## src/rtl/dsp_preadd_mult_stage_if.sv

```systemverilog
// Operand, control and result bundle for the pre-adder/multiplier stage.
// Controls are sampled on the rising clock edge.
interface dsp_preadd_mult_stage_if #(
   parameter int WIDTH = 18
);
   localparam int PWIDTH = 2 * WIDTH;

   logic              rstb;
   logic              rstm;
   logic              ceb;
   logic              cem;
   logic [1:0]        opmode;
   logic [WIDTH-1:0]  d_in;
   logic [WIDTH-1:0]  b_in;
   logic [WIDTH-1:0]  a1_in;
   logic              valid_in;
   logic [WIDTH-1:0]  bcout;
   logic [PWIDTH-1:0] m_out;
   logic              valid_out;

   modport master (
      output rstb, rstm, ceb, cem, opmode, d_in, b_in, a1_in, valid_in,
      input  bcout, m_out, valid_out
   );

   modport slave (
      input  rstb, rstm, ceb, cem, opmode, d_in, b_in, a1_in, valid_in,
      output bcout, m_out, valid_out
   );
endinterface

```

## src/rtl/dsp_preadd_mult_stage.sv

```systemverilog
// DSP slice pre-adder, B1 select/register and A1*B1 multiplier with optional M register.
// A valid bit travels with the data; it is not a backpressure handshake.
module dsp_preadd_mult_stage #(
   parameter int B1REG  = 1,
   parameter int MREG   = 1,
   parameter int WIDTH  = 18,
   parameter int PWIDTH = 2 * WIDTH
) (
   input logic                    clk,
   input logic                    rst,
   dsp_preadd_mult_stage_if.slave bus
);

   logic [WIDTH-1:0]  pre;
   logic [WIDTH-1:0]  b1_next;
   logic [WIDTH-1:0]  b1;
   logic              v1;
   logic [PWIDTH-1:0] prod;
   logic [PWIDTH-1:0] m;
   logic              vm;

   // Pre-adder wraps modulo 2^WIDTH; no carry or borrow leaves the stage.
   always_comb begin
      pre     = '0;
      b1_next = '0;
      if (bus.opmode[1]) begin
         pre = bus.d_in - bus.b_in;
      end else begin
         pre = bus.d_in + bus.b_in;
      end
      b1_next = bus.opmode[0] ? pre : bus.b_in;
   end

   generate
      if (B1REG != 0) begin : g_b1_reg
         logic [WIDTH-1:0] b1_q, b1_d;
         logic             v1_q, v1_d;

         // rstb outranks ceb.
         always_comb begin
            b1_d = b1_q;
            v1_d = v1_q;
            if (bus.rstb) begin
               b1_d = '0;
               v1_d = 1'b0;
            end else if (bus.ceb) begin
               b1_d = b1_next;
               v1_d = bus.valid_in;
            end
         end

         always_ff @(posedge clk or negedge rst) begin
            if (!rst) begin
               b1_q <= '0;
               v1_q <= 1'b0;
            end else begin
               b1_q <= b1_d;
               v1_q <= v1_d;
            end
         end

         assign b1 = b1_q;
         assign v1 = v1_q;
      end else begin : g_b1_bypass
         assign b1 = b1_next;
         assign v1 = bus.valid_in;
      end
   endgenerate

   // a1_in is taken as presented; upstream A-path depth must line up with B1.
   always_comb begin
      prod = PWIDTH'(bus.a1_in) * PWIDTH'(b1);
   end

   generate
      if (MREG != 0) begin : g_m_reg
         logic [PWIDTH-1:0] m_q, m_d;
         logic              vm_q, vm_d;

         always_comb begin
            m_d  = m_q;
            vm_d = vm_q;
            if (bus.rstm) begin
               m_d  = '0;
               vm_d = 1'b0;
            end else if (bus.cem) begin
               m_d  = prod;
               vm_d = v1;
            end
         end

         always_ff @(posedge clk or negedge rst) begin
            if (!rst) begin
               m_q  <= '0;
               vm_q <= 1'b0;
            end else begin
               m_q  <= m_d;
               vm_q <= vm_d;
            end
         end

         assign m  = m_q;
         assign vm = vm_q;
      end else begin : g_m_bypass
         assign m  = prod;
         assign vm = v1;
      end
   endgenerate

   assign bus.bcout     = b1;
   assign bus.m_out     = m;
   assign bus.valid_out = vm;

endmodule

```

## src/flat_wrapper.sv

```systemverilog
// flat-port wrapper written by rule: the top's interface ports become plain ports
module dsp_preadd_mult_stage_flat 
#(
   parameter int B1REG  = 1,
   parameter int MREG   = 1,
   parameter int WIDTH  = 18,
   parameter int PWIDTH = 2 * WIDTH
)
  (clk, rst, bus_rstb, bus_rstm, bus_ceb, bus_cem, bus_opmode, bus_d_in, bus_b_in, bus_a1_in, bus_valid_in, bus_bcout, bus_m_out, bus_valid_out);
  dsp_preadd_mult_stage_if #(.WIDTH(WIDTH)) bus_i ();
  input logic clk;
  input logic rst;
  input wire logic [$bits(bus_i.rstb)-1:0] bus_rstb;
  input wire logic [$bits(bus_i.rstm)-1:0] bus_rstm;
  input wire logic [$bits(bus_i.ceb)-1:0] bus_ceb;
  input wire logic [$bits(bus_i.cem)-1:0] bus_cem;
  input wire logic [$bits(bus_i.opmode)-1:0] bus_opmode;
  input wire logic [$bits(bus_i.d_in)-1:0] bus_d_in;
  input wire logic [$bits(bus_i.b_in)-1:0] bus_b_in;
  input wire logic [$bits(bus_i.a1_in)-1:0] bus_a1_in;
  input wire logic [$bits(bus_i.valid_in)-1:0] bus_valid_in;
  output wire logic [$bits(bus_i.bcout)-1:0] bus_bcout;
  output wire logic [$bits(bus_i.m_out)-1:0] bus_m_out;
  output wire logic [$bits(bus_i.valid_out)-1:0] bus_valid_out;
  assign bus_i.rstb = bus_rstb;
  assign bus_i.rstm = bus_rstm;
  assign bus_i.ceb = bus_ceb;
  assign bus_i.cem = bus_cem;
  assign bus_i.opmode = bus_opmode;
  assign bus_i.d_in = bus_d_in;
  assign bus_i.b_in = bus_b_in;
  assign bus_i.a1_in = bus_a1_in;
  assign bus_i.valid_in = bus_valid_in;
  assign bus_bcout = bus_i.bcout;
  assign bus_m_out = bus_i.m_out;
  assign bus_valid_out = bus_i.valid_out;
  dsp_preadd_mult_stage #(.B1REG(B1REG), .MREG(MREG), .WIDTH(WIDTH), .PWIDTH(PWIDTH)) u_core (.clk(clk), .rst(rst), .bus(bus_i));
endmodule
```

## config.mk

```make
export PLATFORM = sky130hd
export DESIGN_NAME = dsp_preadd_mult_stage_flat
export DESIGN_NICKNAME = d
export VERILOG_FILES = /design/src/rtl/dsp_preadd_mult_stage_if.sv /design/src/rtl/dsp_preadd_mult_stage.sv /design/src/flat_wrapper.sv
export SDC_FILE = /design/constraint.sdc
export NUM_CORES = 1
export LEC_CHECK = 0
export CAP_MARGIN = 20
export CORE_ASPECT_RATIO = 0.6
export CORE_UTILIZATION = 35
export CTS_CLUSTER_SIZE = 28
export DETAILED_ROUTE_END_ITERATION = 8
export PLACE_DENSITY = 0.59
export SLEW_MARGIN = 40
export SYNTH_ARGS = -nofsm -noshare
export SYNTH_HDL_FRONTEND = slang
export SYNTH_SLANG_ARGS = --single-unit
```

## constraint.sdc

```tcl
create_clock -name clk -period 8.5 [get_ports clk]
set_input_delay 1.7 -clock clk [delete_from_list [all_inputs] [get_ports clk]]
set_output_delay 1.7 -clock clk [all_outputs]
set_load 0.02 [all_outputs]
```

; ---- After elaboration in Yosys (flattened, before gate mapping)
; Cells that the tools add are included.
[word_totals]
reg_bits = 56
word_cells = 19
[classes]
reduce_logical = 2
mux = 10
mul = 1
addsub = 2
[ops]
columns = cell, count
row1 = 18-bit two-way mux, 4
row2 = 36-bit two-way mux, 2
row3 = 18-bit by 18-bit multiplier with 36-bit output, 1
row4 = 18-bit adder, 1
row5 = 18-bit subtractor, 1
row6 = 1-bit two-way mux, 4
row7 = 2-bit nonzero test, 2

; ---- Logic depth before layout (Yosys ltp)
[logic_depth]
ltp_word = 5
depth_mapped = 23

; ---- Worst setup path after synthesis
; Ideal clock, no wire load.
[synth_path]
kind = in2reg
start = in bus_a1_in[10]
end = reg u_core.g_m_reg.m_q[34] (netlist: u_core.bus.m_out[34])
stages = 20
arrival_ns = 7.038
setup_ns = 0.121
t_required_ns = 8.379
path_slack_ns = 1.341
path_buffers = 3
cell_sequence = clkbuf_1 clkbuf_1 nand2_1 fa_1 fa_1 fa_1 fa_1 inv_1 fa_1 inv_1 fa_1 inv_1 ha_1 buf_4 nand4_2 o32ai_1 o31ai_1 o41ai_1 xor2_1 a22o_1
[synth_via]
elab_chain_cells = 3
[synth_rtl]
columns = item, line
row1 = "start, declared", flat_wrapper.sv:20  ; input wire logic [$bits(bus_i.a1_in)-1:0] bus_a1_in;
row2 = 18-bit by 18-bit multiplier with 36-bit output, dsp_preadd_mult_stage.sv:72  ; prod = PWIDTH'(bus.a1_in) * PWIDTH'(b1);
row3 = 36-bit two-way mux, dsp_preadd_mult_stage.sv:86  ; end else if (bus.cem) begin
row4 = 36-bit two-way mux, dsp_preadd_mult_stage.sv:83  ; if (bus.rstm) begin
row5 = "end signal, assigned", dsp_preadd_mult_stage.sv:97  ; m_q <= m_d;
row6 = "end, declared", dsp_preadd_mult_stage.sv:77  ; logic [PWIDTH-1:0] m_q, m_d;
; No other way between the ends. The select of a mux whose other input is x is not followed.
; A chain may end at the register's enable or synchronous reset.

; ---- Final worst setup path
[layout_path]
start = in bus_a1_in[9]
end = reg u_core.g_m_reg.m_q[32] (netlist: u_core.bus.m_out[32])
; The elaborated chain is that of the path after synthesis.

==> impl_metrics.json <==
{
  "worstHoldPathType": "reg -> reg",
  "number_of_buffers_and_inverters_on_the_critical_path": 5,
  "worst_path_most_repeated_cell": "fa_1",
  "detail_route.wl_per_cell_um": 17.89,
  "clk_latency_ns": 0.31,
  "detailroute.via_count": 11360,
  "number_of_antenna_violations_at_the_first_check_in_global_routing": 1,
  "yosysUniqueCellTypes": 67,
  "fin_ws_ns": 0.4619,
  "finClkSkew_ns": 0.008665,
  "design.die.area_mm2": 0.04170,
  "finalHoldViolations": 0,
  "dp_hpwl_um": 33950,
  "number_of_top_level_pins": 118,
  "cts_buffers": 5,
  "worst_relative_slew_slack": 0.4267,
  "grt_max_degree": 57,
  "drive_gt1_frac": 0.04290,
  "clkSinkCount": 56,
  "p_per_area_mw_per_mm2": 294.6,
  "cts_tree": "built",
  "n_antenna_cell": 0,
  "globalRouteTotalUtil": 0.2009,
  "die_y_um": 158.6,
  "drt-pass1-iter-count": 5,
  "setup.worst_path.start_class": "primary input",
  "cts_post_setup_buffers_inserted": 0,
  "layout.core_utilization": 0.4078,
  "worst_pin_slew_ns": 0.8572,
  "critical_path.reg2reg.startpoint": "u_core.bus.bcout[4]",
  "final_net_count": 2172,
  "drt_wl_total_um": 40200,
  "path_delay_family": "adder cells",
  "rsz_0062_raised_after_global_routing": "false",
  "synth-seq-cells": 56,
  "worstPathRequired_ns": 8.70,
  "timing.final.setup_violations": 0,
  "slew_violations": 0,
  "grt_pass1_wl_um": 65410,
  "synth_ff_type": "dfrtp_1",
  "place_ws_ns": 0.2717,
  "result_of_the_run": "finished clean",
  "holdWs_ns": 0.4978,
  "effective_utilization_at_floorplan": 0.3606,
  "netlist_instances": 1658,
  "worst-endpoint-arrival_ns": 8.24,
  "holdCritStartpoint": "u_core.bus.m_out[22]",
  "route.antenna.remaining_nets": 0,
  "timing.setup.tns_ns": 0,
  "cts.path.max_buffers": 2,
  "flow.area_growth_from_synthesis_pct": 13.10,
  "synth.net_count": 2106,
  "layout.cells.most_common": "inv_1",
  "path_cells": "clkdlybuf4s50_1 -> buf_4 -> nand2_1 -> fa_1 -> inv_1 -> fa_1 -> fa_1 -> fa_1 -> fa_1 -> inv_1 -> fa_1 -> inv_1 -> ha_1 -> a21oi_1 -> o21ai_0 -> a21oi_1 -> a21oi_1 -> or3_1 -> a32o_1",
  "timing_worst_setup_path_type": "in -> reg",
  "peakVddDrop_mv": 0.2987,
  "clk_transition_reported_paths_ns": 0.08,
  "clk_root_buffer_cell": "clkbuf_16",
  "slowest_stage": "clkdlybuf4s50_1",
  "slowest_delay_ns": 1.03,
  "crit_fanout": 15,
  "io_buffers": 117,
  "std_cell_rows": 56,
  "synth.avg_cell_area_um2": 8.625,
  "floorplan.die.width_um": 263.0,
  "setup.worst_path.end_class": "flip-flop",
  "ys_seq_area_frac": 0.09800,
  "holdBufCountCts": 0,
  "gp_congestion": 0.8978,
  "cp-startpoint": "bus_a1_in[9]",
  "min_period_ns": 8.038,
  "grt_pass1_vias": 11680,
  "fmax_ghz": 0.1244,
  "top_library_cells_by_usage_in_the_layout_fill_and_taps_aside": "320 x inv_1, 257 x fa_1, 238 x nand2_1, 134 x and2_1, 128 x ha_1",
  "grt-ovfl-total": 0,
  "drc_errors": 0,
  "synth-edff-count": 0,
  "layout_worst_path_cycle_share": 0.9457,
  "max-cap-violations": 0,
  "htreeDepth": 2,
  "netlist_area_mm2": 0.01430,
  "vias_per_cell": 5.055,
  "total_leakage_power_nw": 8.048,
  "ys.warnings.count": 0,
  "async_reset_ff_frac": 1.000,
  "dr.first_iter.drc_count": 645,
  "fp.coreArea_mm2": 0.03966,
  "number_of_resized_instances_in_the_post_cts_repair_step": 0
}
[kinds of logic after synthesis]
group,after synthesis,synth area share
compound gates,198,0.09082
xor+xnor,54,0.03360
fa+ha+maj,385,0.4718
buf+inv,413,0.1099
flops,56,0.09800
mux,30,0.02109
simple gates,522,0.1748
[cells in the mapped netlist (3+ instances only)]
cell type / number / area [um^2]
inv_1: 320 / 1201
fa_1: 257 / 5145
nand2_1: 238 / 893.4
and2_1: 134 / 838.3
ha_1: 128 / 1602
clkbuf_1: 78 / 292.8
nor2_1: 73 / 274.0
dfrtp_1: 56 / 1401
a21oi_1: 55 / 275.3
xnor2_1: 39 / 341.6
mux2i_1: 29 / 290.3
o21ai_0: 21 / 105.1
o21ai_1: 19 / 95.09
a211oi_1: 17 / 127.6
a21o_1: 15 / 112.6
nand4_1: 15 / 93.84
nor3_1: 14 / 70.07
xor2_1: 14 / 122.6
nand3_1: 13 / 65.06
o21bai_1: 11 / 82.58
buf_2: 8 / 40.04
nor2b_1: 6 / 37.54
o211ai_1: 6 / 45.04
o21a_1: 6 / 45.04
o22ai_1: 6 / 37.54
or3_1: 6 / 37.54
a31oi_1: 5 / 31.28
nand2b_1: 5 / 31.28
o31ai_1: 4 / 30.03
or4_1: 4 / 30.03
a21oi_2: 3 / 26.28
a311oi_1: 3 / 26.28
a32o_1: 3 / 30.03
and3_1: 3 / 18.77
buf_1: 3 / 11.26
buf_4: 3 / 22.52
[final timing paths]
kind | to | depth (start not counted) | slack, ns
setup reg to reg | u_core.bus.m_out[32] | 18 | 1.96
max in group asynchronous | u_core.bus.bcout[16] | 2 | 6.64
min in group asynchronous | u_core.bus.m_out[13] | 2 | 1.42
hold reg to reg | u_core.bus.m_out[22] | 2 | 0.50
setup / recovery | u_core.bus.m_out[32] | 19 | 0.46
hold / removal | u_core.bus.m_out[22] | 2 | 0.50
[registers in the layout (all words and copies together), names as in the netlist]
register / cells
u_core.bus.m_out: 36
u_core.bus.valid_out: 1
u_core.bus.bcout: 18
u_core.g_b1_reg.v1_q: 1
[through the flow]
step	area [um^2]	power [mW]	instances
after global placement	16010	4.463	2239
after detailed placement	16010	4.491	2239
after global routing	16170	5.335	2247
after CTS	16160	4.756	2247
after floorplan	14300	3.438	1658
final	16170	4.765	2247
[power by group]
part | internal, mW | switching, mW
logic | 1.57 | 2.56
registers | 0.326 | 0.0862
clock network | 0.112 | 0.117
total | 2.01 | 2.76
[layer usage]
metal  part of all wire  GRT usage
met4             0.0056    0.01365
met2               0.42     0.3018
met5                  0          0
met1               0.52     0.3126
met3              0.058    0.03155
[area by class of cell]
class,count,area [um^2]
clock inverters,3,26.28
inverters,321,1205
repair buffers,151,1415
well taps,522,653.1
flip-flops and latches,56,1414
clock buffers,5,125.1
multi-input cells,1189,11330
fillers,3992,23490
[worst register-to-register path, stage by stage (launching register included)]
cell	delay, ns
dfrtp_1	0.71
buf_4	0.35
nand2_1	0.12
fa_1	0.51
fa_1	0.53
fa_1	0.53
inv_1	0.07
fa_1	0.49
fa_1	0.49
inv_1	0.05
fa_1	0.47
inv_1	0.04
ha_1	0.37
a21oi_1	0.33
o21ai_0	0.24
a21oi_1	0.37
a21oi_1	0.15
or3_1	0.36
a32o_1	0.25
Power figures use the tool's default switching activity.
